File: src/rtl/f7_op_identifier.sv
// f7_op_identifier: recovers the 2-bit chave code of an f7 logic unit
// (OR / NOR / XOR / XNOR) from observed (a, b, result) samples.
// Each accepted sample removes every operation that disagrees with it.
// The block stops when one candidate remains (done), when none remain
// (error), or when MAX_SAMPLES samples have not narrowed the set (timeout).
//
// Handshake: a sample is taken on any rising edge where sample_valid and
// sample_ready are both 1. sample_ready is high only while collecting.
// start has priority over sample_valid, so a sample presented in the same
// cycle as start is dropped.
module f7_op_identifier #(
    parameter int MAX_SAMPLES = 8,
    localparam int CW = $clog2(MAX_SAMPLES + 1)
) (
    input  logic          clk,
    input  logic          rst_n,
    input  logic          start,
    input  logic          sample_valid,
    input  logic          a,
    input  logic          b,
    input  logic          result,
    output logic          sample_ready,
    output logic          busy,
    output logic          done,
    output logic          error,
    output logic          timeout,
    output logic [1:0]    chave,
    output logic [3:0]    candidates,
    output logic [CW-1:0] sample_count
);

    typedef enum logic [1:0] {
        IDLE    = 2'd0,
        COLLECT = 2'd1,
        DONE    = 2'd2,
        FAIL    = 2'd3
    } state_t;

    state_t state;

    logic [3:0]    exp_bits;
    logic [3:0]    match;
    logic [3:0]    next_mask;
    logic          next_onehot;
    logic [1:0]    next_index;
    logic [CW-1:0] next_count;

    // Candidate narrowing and resolution inputs for the current sample
    always_comb begin
        // Bit order matches chave: 0 OR, 1 NOR, 2 XOR, 3 XNOR
        exp_bits    = {~(a ^ b), a ^ b, ~(a | b), a | b};
        match       = ~(exp_bits ^ {4{result}});
        next_mask   = candidates & match;
        next_onehot = (next_mask != 4'b0000) &&
                      ((next_mask & (next_mask - 4'd1)) == 4'b0000);
        next_index  = 2'd0;
        case (next_mask)
            4'b0001: next_index = 2'd0;
            4'b0010: next_index = 2'd1;
            4'b0100: next_index = 2'd2;
            4'b1000: next_index = 2'd3;
            default: next_index = 2'd0;
        endcase
        // Saturate so the counter can never wrap
        if (sample_count == CW'(MAX_SAMPLES))
            next_count = sample_count;
        else
            next_count = sample_count + CW'(1);
    end

    // Identification FSM with all outputs registered
    always_ff @(posedge clk) begin
        if (!rst_n) begin
            state        <= IDLE;
            candidates   <= 4'b1111;
            sample_count <= '0;
            sample_ready <= 1'b0;
            busy         <= 1'b0;
            done         <= 1'b0;
            error        <= 1'b0;
            timeout      <= 1'b0;
            chave        <= 2'b00;
        end else if (start) begin
            state        <= COLLECT;
            candidates   <= 4'b1111;
            sample_count <= '0;
            sample_ready <= 1'b1;
            busy         <= 1'b1;
            done         <= 1'b0;
            error        <= 1'b0;
            timeout      <= 1'b0;
            chave        <= 2'b00;
        end else begin
            case (state)
                COLLECT: begin
                    if (sample_valid) begin
                        candidates   <= next_mask;
                        sample_count <= next_count;
                        if (next_onehot) begin
                            state        <= DONE;
                            done         <= 1'b1;
                            chave        <= next_index;
                            sample_ready <= 1'b0;
                            busy         <= 1'b0;
                        end else if (next_mask == 4'b0000) begin
                            state        <= FAIL;
                            error        <= 1'b1;
                            sample_ready <= 1'b0;
                            busy         <= 1'b0;
                        end else if (next_count == CW'(MAX_SAMPLES)) begin
                            state        <= FAIL;
                            timeout      <= 1'b1;
                            sample_ready <= 1'b0;
                            busy         <= 1'b0;
                        end
                    end
                end
                // IDLE, DONE and FAIL hold everything until start or reset
                default: begin
                    state <= state;
                end
            endcase
        end
    end

endmodule
File: config.mk
export PLATFORM = sky130hd
export DESIGN_NAME = f7_op_identifier
export DESIGN_NICKNAME = d
export VERILOG_FILES = /design/src/rtl/f7_op_identifier.sv
export SDC_FILE = /design/constraint.sdc
export NUM_CORES = 1
export LEC_CHECK = 0
export ABC_AREA = 1
export BUFFER_PORTS_ARGS = -buffer_cell sky130_fd_sc_hd__buf_2
export CAP_MARGIN = 20
export CORE_MARGIN = 2
export CORE_UTILIZATION = 50
export CTS_CLUSTER_DIAMETER = 30
export DETAILED_ROUTE_END_ITERATION = 16
export PLACE_DENSITY = 0.76
export SLEW_MARGIN = 15
export SYNTH_ARGS = -nofsm -noshare
export SYNTH_HDL_FRONTEND = slang
export SYNTH_SLANG_ARGS = --single-unit
File: constraint.sdc
create_clock -name clk -period 1.6 [get_ports clk]
set_input_delay 0.16 -clock clk [delete_from_list [all_inputs] [get_ports clk]]
set_output_delay 0.16 -clock clk [all_outputs]
set_load 0.05 [all_outputs]
======== Word-level counts from Yosys, hierarchy flattened ========
Cells that the tools add are included.
word-level totals
  register bits after elaboration ......... 16
  input port bits ......................... 7
  output and inout bits ................... 15
  logic and storage cells ................. 57
operators by class
  $add $sub $neg .......................... 2
  eq/ne operators ......................... 6
  muxes and demuxes ....................... 14
  bitwise operators ....................... 11
  reduce and logical (&&, ||, !) cells .... 15
operators by type and width
  operator             count
  $eq 4x4->1 const B   3
  $mux 1               9
  $reduce_and 3->1     3
  $and 4x4->4          2
  $logic_not 4->1      2
  $reduce_bool 4->1    2
  $mux 2               3
  $pmux 2 s3           1
  $not 1->1            5
  $reduce_and 5->1     1
  $add 4x1->4 const B  1
  $eq 4x2->1 const B   1
  $eq 4x3->1 const B   1
  $mux 4               1
  $not 4->4            1
  $reduce_and 4->1     1
  $reduce_bool 2->1    2
  $sub 4x1->4 const B  1
  $xor 4x4->4          1
  $reduce_bool 3->1    1
  $eq 2x1->1 const B   1
  $reduce_and 2->1     1
  $reduce_or 2->1      1
  $logic_and 1x1->1    1
  other kinds (2)      2

======== Logic depth before layout (Yosys ltp) ========
Gate-level depths: netlist (run 1).
  depth in word-level cells ............... 13
  depth in mapped cells ................... 12
  gate-level depth less buffers ........... 12

======== Worst setup path before layout (run 1) ========
OpenSTA, ideal clock, no wires.
  path type ............................... register -> register
  from .................................... register sample_count[0]
  to ...................................... register state[1]
  setup time .............................. 0.113 ns
  data arrival time ....................... 1.596 ns
  path slack .............................. -0.109 ns
  stages on the path, launching flop included .. 11
  buffers on the path ..................... 0
  clock period less this slack ............ 1.709 ns
  path through ............................ dfxtp_1 -> inv_1 -> ha_1 -> nand2_1 -> nand3_1 -> nand2_1 -> nor2_1 -> nand3_1 -> nand2_1 -> o21ai_1 -> inv_1
between the ends
  word-level cells in the longest chain between the ends .. 5
RTL lines
  what                                       RTL line  RTL
  start, declared                            29        output logic [CW-1:0] sample_count
  start signal, assigned                     98        sample_count <= next_count;
  $add 4x1->4 or $eq 4x4->1 (tied branches)  68, 65
  $mux 4 *                                   65        if (sample_count == CW'(MAX_SAMPLES))
  $eq 4x4->1 *                               110       end else if (next_count == CW'(MAX_SAMPLES)) begin
  $reduce_bool 3->1 (no source line) *       n/a
  $reduce_and 3->1 (no source line) *        n/a
  end signal, assigned                       120       state <= state;
  end, declared                              39        state_t state;
Mark *: on every way between the ends. The rest lies on a longest branch, timed or not.
A chain may end at the register's enable or synchronous reset.

======== Worst setup path in the final report (run 1) ========
Ends and elaborated chain as after synthesis.

==> impl_results.md, run 1 <==
* Max Cap Viol at 0
* Post-synthesis xor/xnor area fraction at 0
* HP Start: start
* Root buf cell: clkbuf_4
* Violation count after the first detailed-route iteration at 19
* Slew Limit Fails at 0
* #FFs+latches synth at 16
* CP Data Arrival Time at around 1600 ps
* Synth unique cells at 19
* First-pass GRT wire length at around 2.8 mm
* Hold slack final at 149 ps
* Avg Cell Area, Syn at just over 7 sq um
* Status: complete, no violations
* Slew @ Worst Pin at about 240 ps
* DR WL/cell at between 10 and 15 microns
* Die area at between 2000 and 2500 sq um
* Final min period at 1390 ps
* Final worst path period share at 0.867
* Crit path launch type: flop
* Warning count from the yosys run at 0
* CP startpoint: sample_count[0]$_SDFFE_PP0P_
* Worst-skew pair later-pin latency at ~290 ps
* Via count at ~800
* Number of global-route vias before repair at between 600 and 700
* Die H at roughly 45 microns
* Core footprint at 1540 sq um
* Gr usage total at 0.185
* Dpl hpwl at approximately 1.3 mm
* Largest net degree at the start of global routing at 12
* DRT Pass-1 Iters at 5
* Largest family of logic cells by synthesized area: simple AND/OR/NAND/NOR gates
* Non-filler instance count after layout at between 150 and 200
* Critical Path RT at approximately 1800 ps
* Tot Pwr at 799 uW
* FF-to-FF Start: sample_count[0]$_SDFFE_PP0P_
* Hold/Removal Path Class: primary input to flop
* Reg2Reg Depth at 10
* Port-buffer cells at 21
* Row cnt at 14
* Largest fanout on the critical path at 5
* # diodes at 0
* Share of cells above drive strength 1 at 0.293
* Register-to-register setup slack at 210 ps
* Top Ports at 22
* Setup bufs post-CTS at 0
* Clock Sinks at 16
* Slew margin rel. at 0.837
* # H-tree levels at 1
* Synthesized Nets at approximately 130
* Filler Cells Inserted at between 150 and 200
* Clock Skews at 12.3 ps
* VDD IR max at 0.493 mV
* Post_cts resized at 0
* Setup tns final at 0 ps
* Initial Util at 0.550
* Routed Antenna Nets at 0
* Clock Pin Slew Worst Setup and Hold Paths at ~90 ps
* CTS Hold Bufs at 0
* Antenna violations before repair at 0
* DRT Wirelength at roughly 1.6 mm
* Mapped cell area at 848 sq um
* Max Fclk at a little over 700 MHz
* Worst R2R End: state[1]$_SDFFE_PP0P_
* Post-synthesis adder-cell area fraction at 0.0442
* Grt total ovfl at 0
* Setup violators final at 0
* Placed Cells at about 150
* Synth Area in Compound Gates at 0.0885
* Seq/Total Area, Yosys at 0.378
* Mux contribution to synthesized area at 0
* Nets@finish at about 150
* GP Congestion at just under 0.9
* Synth Area in Simple Gates at 0.378
* Final Hold Vio Count at 0
* Die width at between 40 and 50 microns
* Worst Setup EP: state[1]$_SDFFE_PP0P_
* RSZ-0062 raised after global routing: false
* Synth Instances at about 120
* Power Density at a little over 800 nW/um^2
* Leakage at 0.558 nW
* Area delta synth->final at 17.1%
* Residual DRC count at 0
* Clock Tree Buf Depth at 2
* Kind of end point of the critical path: flop
* Inserted Clock Buffers at 3
* Vias/cell at 5.21
* Kind of critical path: flop to flop
* CTS tree: yes
[through the flow]
| step | instance area [sq um] | setup WS, ps | util |
|---|---|---|---|
| final | 993 | 214 | 0.644 |
| after global routing | 993 | 54.1 | 0.644 |
| after CTS | 993 | 212 | 0.644 |
| after detailed placement | 971 | 134 | 0.630 |
| after global placement | 971 | 204 | 0.630 |
| after floorplan | 851 | 109 | - |
[worst min path at each step]
stage	end	slack (ps)	cells after the start
after floorplan	candidates[0]$_SDFFE_PP1P_	290	2
after global placement	timeout$_SDFFE_PP0P_	440	2
after detailed placement	timeout$_SDFFE_PP0P_	450	2
after CTS	candidates[1]$_SDFFE_PP1P_	150	3
after global routing	candidates[2]$_SDFFE_PP1P_	160	3
final	candidates[2]$_SDFFE_PP1P_	150	3
[per-layer routing]
metal	vias to the layer above	GRT usage	routed length, microns
met5	-	0	0
met4	0	0.0471	6
met3	2	0.0600	114
met2	30	0.317	805
met1	365	0.222	716
li1	415	-	-
[synthesized netlist by cell type (all sizes together)]
cell type | count | area share
buf | 2 | 0.015
dfxtp | 16 | 0.38
o21ai | 4 | 0.024
nand4 | 3 | 0.022
nand2 | 31 | 0.17
ha | 3 | 0.044
a211oi | 1 | 0.0089
inv | 22 | 0.097
nor2 | 12 | 0.071
o21bai | 1 | 0.0089
a21oi | 8 | 0.047
nand3 | 14 | 0.11
[cell usage in the layout, fill, tap and decap left out, drive strengths merged]
master	n
ha	3
a211oi	1
nor2	12
o21bai	1
nand2	31
nand4	3
nand3	14
buf	22
clkbuf	3
inv	22
o21ai	4
dfxtp	16
a21oi	8
[where the power goes]
| group | switching, mW | internal (mW) | total (mW) |
|---|---|---|---|
| sequential | 0.00830 | 0.409 | 0.417 |
| combinational | 0.121 | 0.0508 | 0.172 |
| clock | 0.122 | 0.0876 | 0.210 |
| total | 0.252 | 0.547 | 0.799 |
[area by class of cell]
class                           count  area [sq um]  share of cell area
Clock buffer                        3          22.5              0.0227
Inverter                           22          82.6              0.0831
Timing Repair Buffer               22           113               0.113
Sequential cell                    16           323               0.325
Tap cell                           16          20.0              0.0202
Multi-Input combinational cell     77           433               0.436
[cell families after synthesis]
| logic type | Yosys count |
|---|---|
| buf+inv | 24 |
| simple gates | 60 |
| compound gates | 14 |
| flops | 16 |
| fa+ha+maj | 3 |
[state kept, by name, summed over array words and instances, names as in the netlist]
| register | count |
|---|---|
| state | 2 |
| chave | 2 |
| timeout | 1 |
| sample_count | 4 |
| candidates | 4 |
| done | 1 |
| busy | 1 |
| error | 1 |
[critical path, stage by stage, from the launching register on]
cell and delay [ps]:
dfxtp_2 370, inv_1 90, ha_1 230, nand2_1 70, nand3_1 60, nand2_1 100
nor2_1 60, nand3_1 90, nand2_1 60, o21ai_1 110, inv_1 50
No activity file was read; power rests on OpenSTA's default activity.
==> run 2: changes to the inputs <==
Settings changed: CORE_UTILIZATION 50 to 53, CTS_BUF_LIST set to sky130_fd_sc_hd__clkbuf_4 sky130_fd_sc_hd__clkbuf_8, HOLD_SLACK_MARGIN set to 0.05, PLACE_DENSITY 0.76 to 0.8.
==> run 2 against run 1 <==
Sequential share of layout area stayed put. Die area is 5.2% lower. Power is 0.55% higher. Fmax is 0.18% lower. Flip-flop and latch count stayed put. Global-route usage is 1.7 points higher. Sequential power hardly changed. Cell area stayed put. Critical path depth stayed put.
==> impl_results.md, run 2 (synthesis gave the netlist of run 1 again) <==
* Status: complete, no violations
* Final Hold Vio Count at 0 (unchanged)
* Leakage at 0.558 nW (unchanged)
* Initial Util at 0.563 (+0.0128)
* Multi-input gate area at 433 sq um (unchanged)
* Grt total ovfl at 0 (unchanged)
* CTS tree: yes
* Root buf cell: clkbuf_4
* Power Density at 809 nW/um^2 (+0.55%)
* Final core utilization at 0.659 (+0.0150)
* RSZ-0062 raised after global routing: false
* Max Fclk at 720 MHz (-0.18%)
* Setup violators final at 0 (unchanged)
* Die width at 44.0 microns (-2.6%)
* Clock Sinks at 16 (unchanged)
* Final min period at 1390 ps (+2.47 ps)
* Worst-skew pair later-pin latency at 290 ps (about the same)
* Reg2Reg Depth at 10 (unchanged)
* Largest net degree at the start of global routing at 12 (unchanged)
* Top Ports at 22 (unchanged)
* Max Cap Viol at 0 (unchanged)
* Layout Cell Area excl Fill at 993 sq um (unchanged)
* GP Congestion at 0.838 (-4.0%)
* CP startpoint: sample_count[0]$_SDFFE_PP0P_
* Setup tns final at 0 ps (unchanged)
* Area after DPL at 971 sq um (unchanged)
* Clock Tree Buf Depth at 2 (unchanged)
* CP Data Arrival Time at 1580 ps (about the same)
* Gr usage total at 0.202 (+0.0169)
* Slew @ Worst Pin at 241 ps (-3.07 ps)
* Row cnt at 14 (unchanged)
* Largest regs: candidates: 4 flops, sample_count: 4 flops
* DRT Pass-1 Iters at 4 (-1)
* Violation count after the first detailed-route iteration at 14 (-5)
* Core footprint at 1510 sq um (-2.3%)
* Hold Crit Depth at 3 (unchanged)
* DRT Wirelength at 1.73 mm (+5.3%)
* Hold slack final at 159 ps (+10.1 ps)
* Die H at 44.0 microns (-2.6%)
* Placed Cells at 153 (unchanged)
* Setup bufs post-CTS at 0 (unchanged)
* Kind of critical path: flop to flop
* Commonest non-fill, non-tap cell in the layout: nand2_1
* Routed Antenna Nets at 0 (unchanged)
* Dpl hpwl at 1.40 mm (+8.5%)
* Hold/Removal Path Class: primary input to flop
* Crit path launch type: flop
* Non-filler instance count after layout at 156 (unchanged)
* Clock Skews at 1.80 ps (-10.5 ps)
* Share of cells above drive strength 1 at 0.293 (unchanged)
* First-pass GRT wire length at 2.88 mm (+1.7%)
* Area delta synth->final at 17.1% (unchanged)
* Residual DRC count at 0 (unchanged)
* Final worst path period share at 0.868 (+0.00154)
* Filler Cells Inserted at 135 (-12%)
* VDD IR max at 0.495 mV (+0.56%)
* HP Start: start
* Post_cts resized at 0 (unchanged)
* Via count at 794 (-2.2%)
* Commonest non-fill, non-tap cells in the layout: nand2_1 (27), inv_1 (21), buf_2 (21)
* Slew Limit Fails at 0 (unchanged)
* Largest fanout on the critical path at 5 (unchanged)
* # H-tree levels at 1 (unchanged)
* Dpl ws at 133 ps (-0.481 ps)
* Seq. cell area at 323 sq um (unchanged)
* Number of global-route vias before repair at 719 (+2.9%)
* Tot Pwr at 803 uW (+0.55%)
* Vias/cell at 5.09 (-2.2%)
* Antenna violations before repair at 0 (unchanged)
* Port-buffer cells at 21 (unchanged)
* Final worst slack at 211 ps (-2.47 ps)
* Kind of end point of the critical path: flop
* Die area at 1940 sq um (-5.2%)
* Critical Path RT at 1790 ps (about the same)
* Inserted Clock Buffers at 3 (unchanged)
* # diodes at 0 (unchanged)
* Slew margin rel. at 0.839 (+0.00205)
* DR WL/cell at 11.1 microns (+5.3%)
* Clock Pin Slew Worst Setup and Hold Paths at 90 ps (about the same)
* Nets@finish at 152 (unchanged)
* CTS Hold Bufs at 0 (unchanged)
* FF-to-FF Start: sample_count[0]$_SDFFE_PP0P_
-- run 2: cell counts in the layout (fill, tap and decap cells not counted) --
No cell type changed its count.
-- run 2: metal layers --
metal,track usage,part of all wire,vias up
met3,0.0542,0.042,5
met2,0.329,0.49,16
li1,-,-,415
met4,0.109,0.018,0
met1,0.239,0.45,358
met5,0,0,-
-- run 2: path summary, 6_finish.rpt --
path	endpoint	slack, ps
max	state[1]$_SDFFE_PP0P_	210
min reg2reg	timeout$_SDFFE_PP0P_	460
min	candidates[1]$_SDFFE_PP1P_	160
max reg2reg	state[1]$_SDFFE_PP0P_	210
-- run 2: critical path, cell delays in order (launching register included) --
cell and delay [ps]:
dfxtp_2 370, inv_1 80, ha_1 230, nand2_1 80, nand3_1 60, nand2_1 90
nor2_1 60, nand3_1 100, nand2_1 60, o21ai_1 120, inv_1 50
-- run 2: report_power, final --
part           switching [mW]  leakage (nW)  internal (mW)
clock                   0.124        0.0138         0.0876
sequential            0.00847         0.131          0.409
combinational           0.124         0.413         0.0509
-- run 2: layout make-up --
class                      instances  share of cell area
inverter                          22              0.0831
timing repair buffer              22               0.113
tap                               16              0.0202
sequential                        16               0.325
multi-input combinational         77               0.436
clock buffer                       3              0.0227
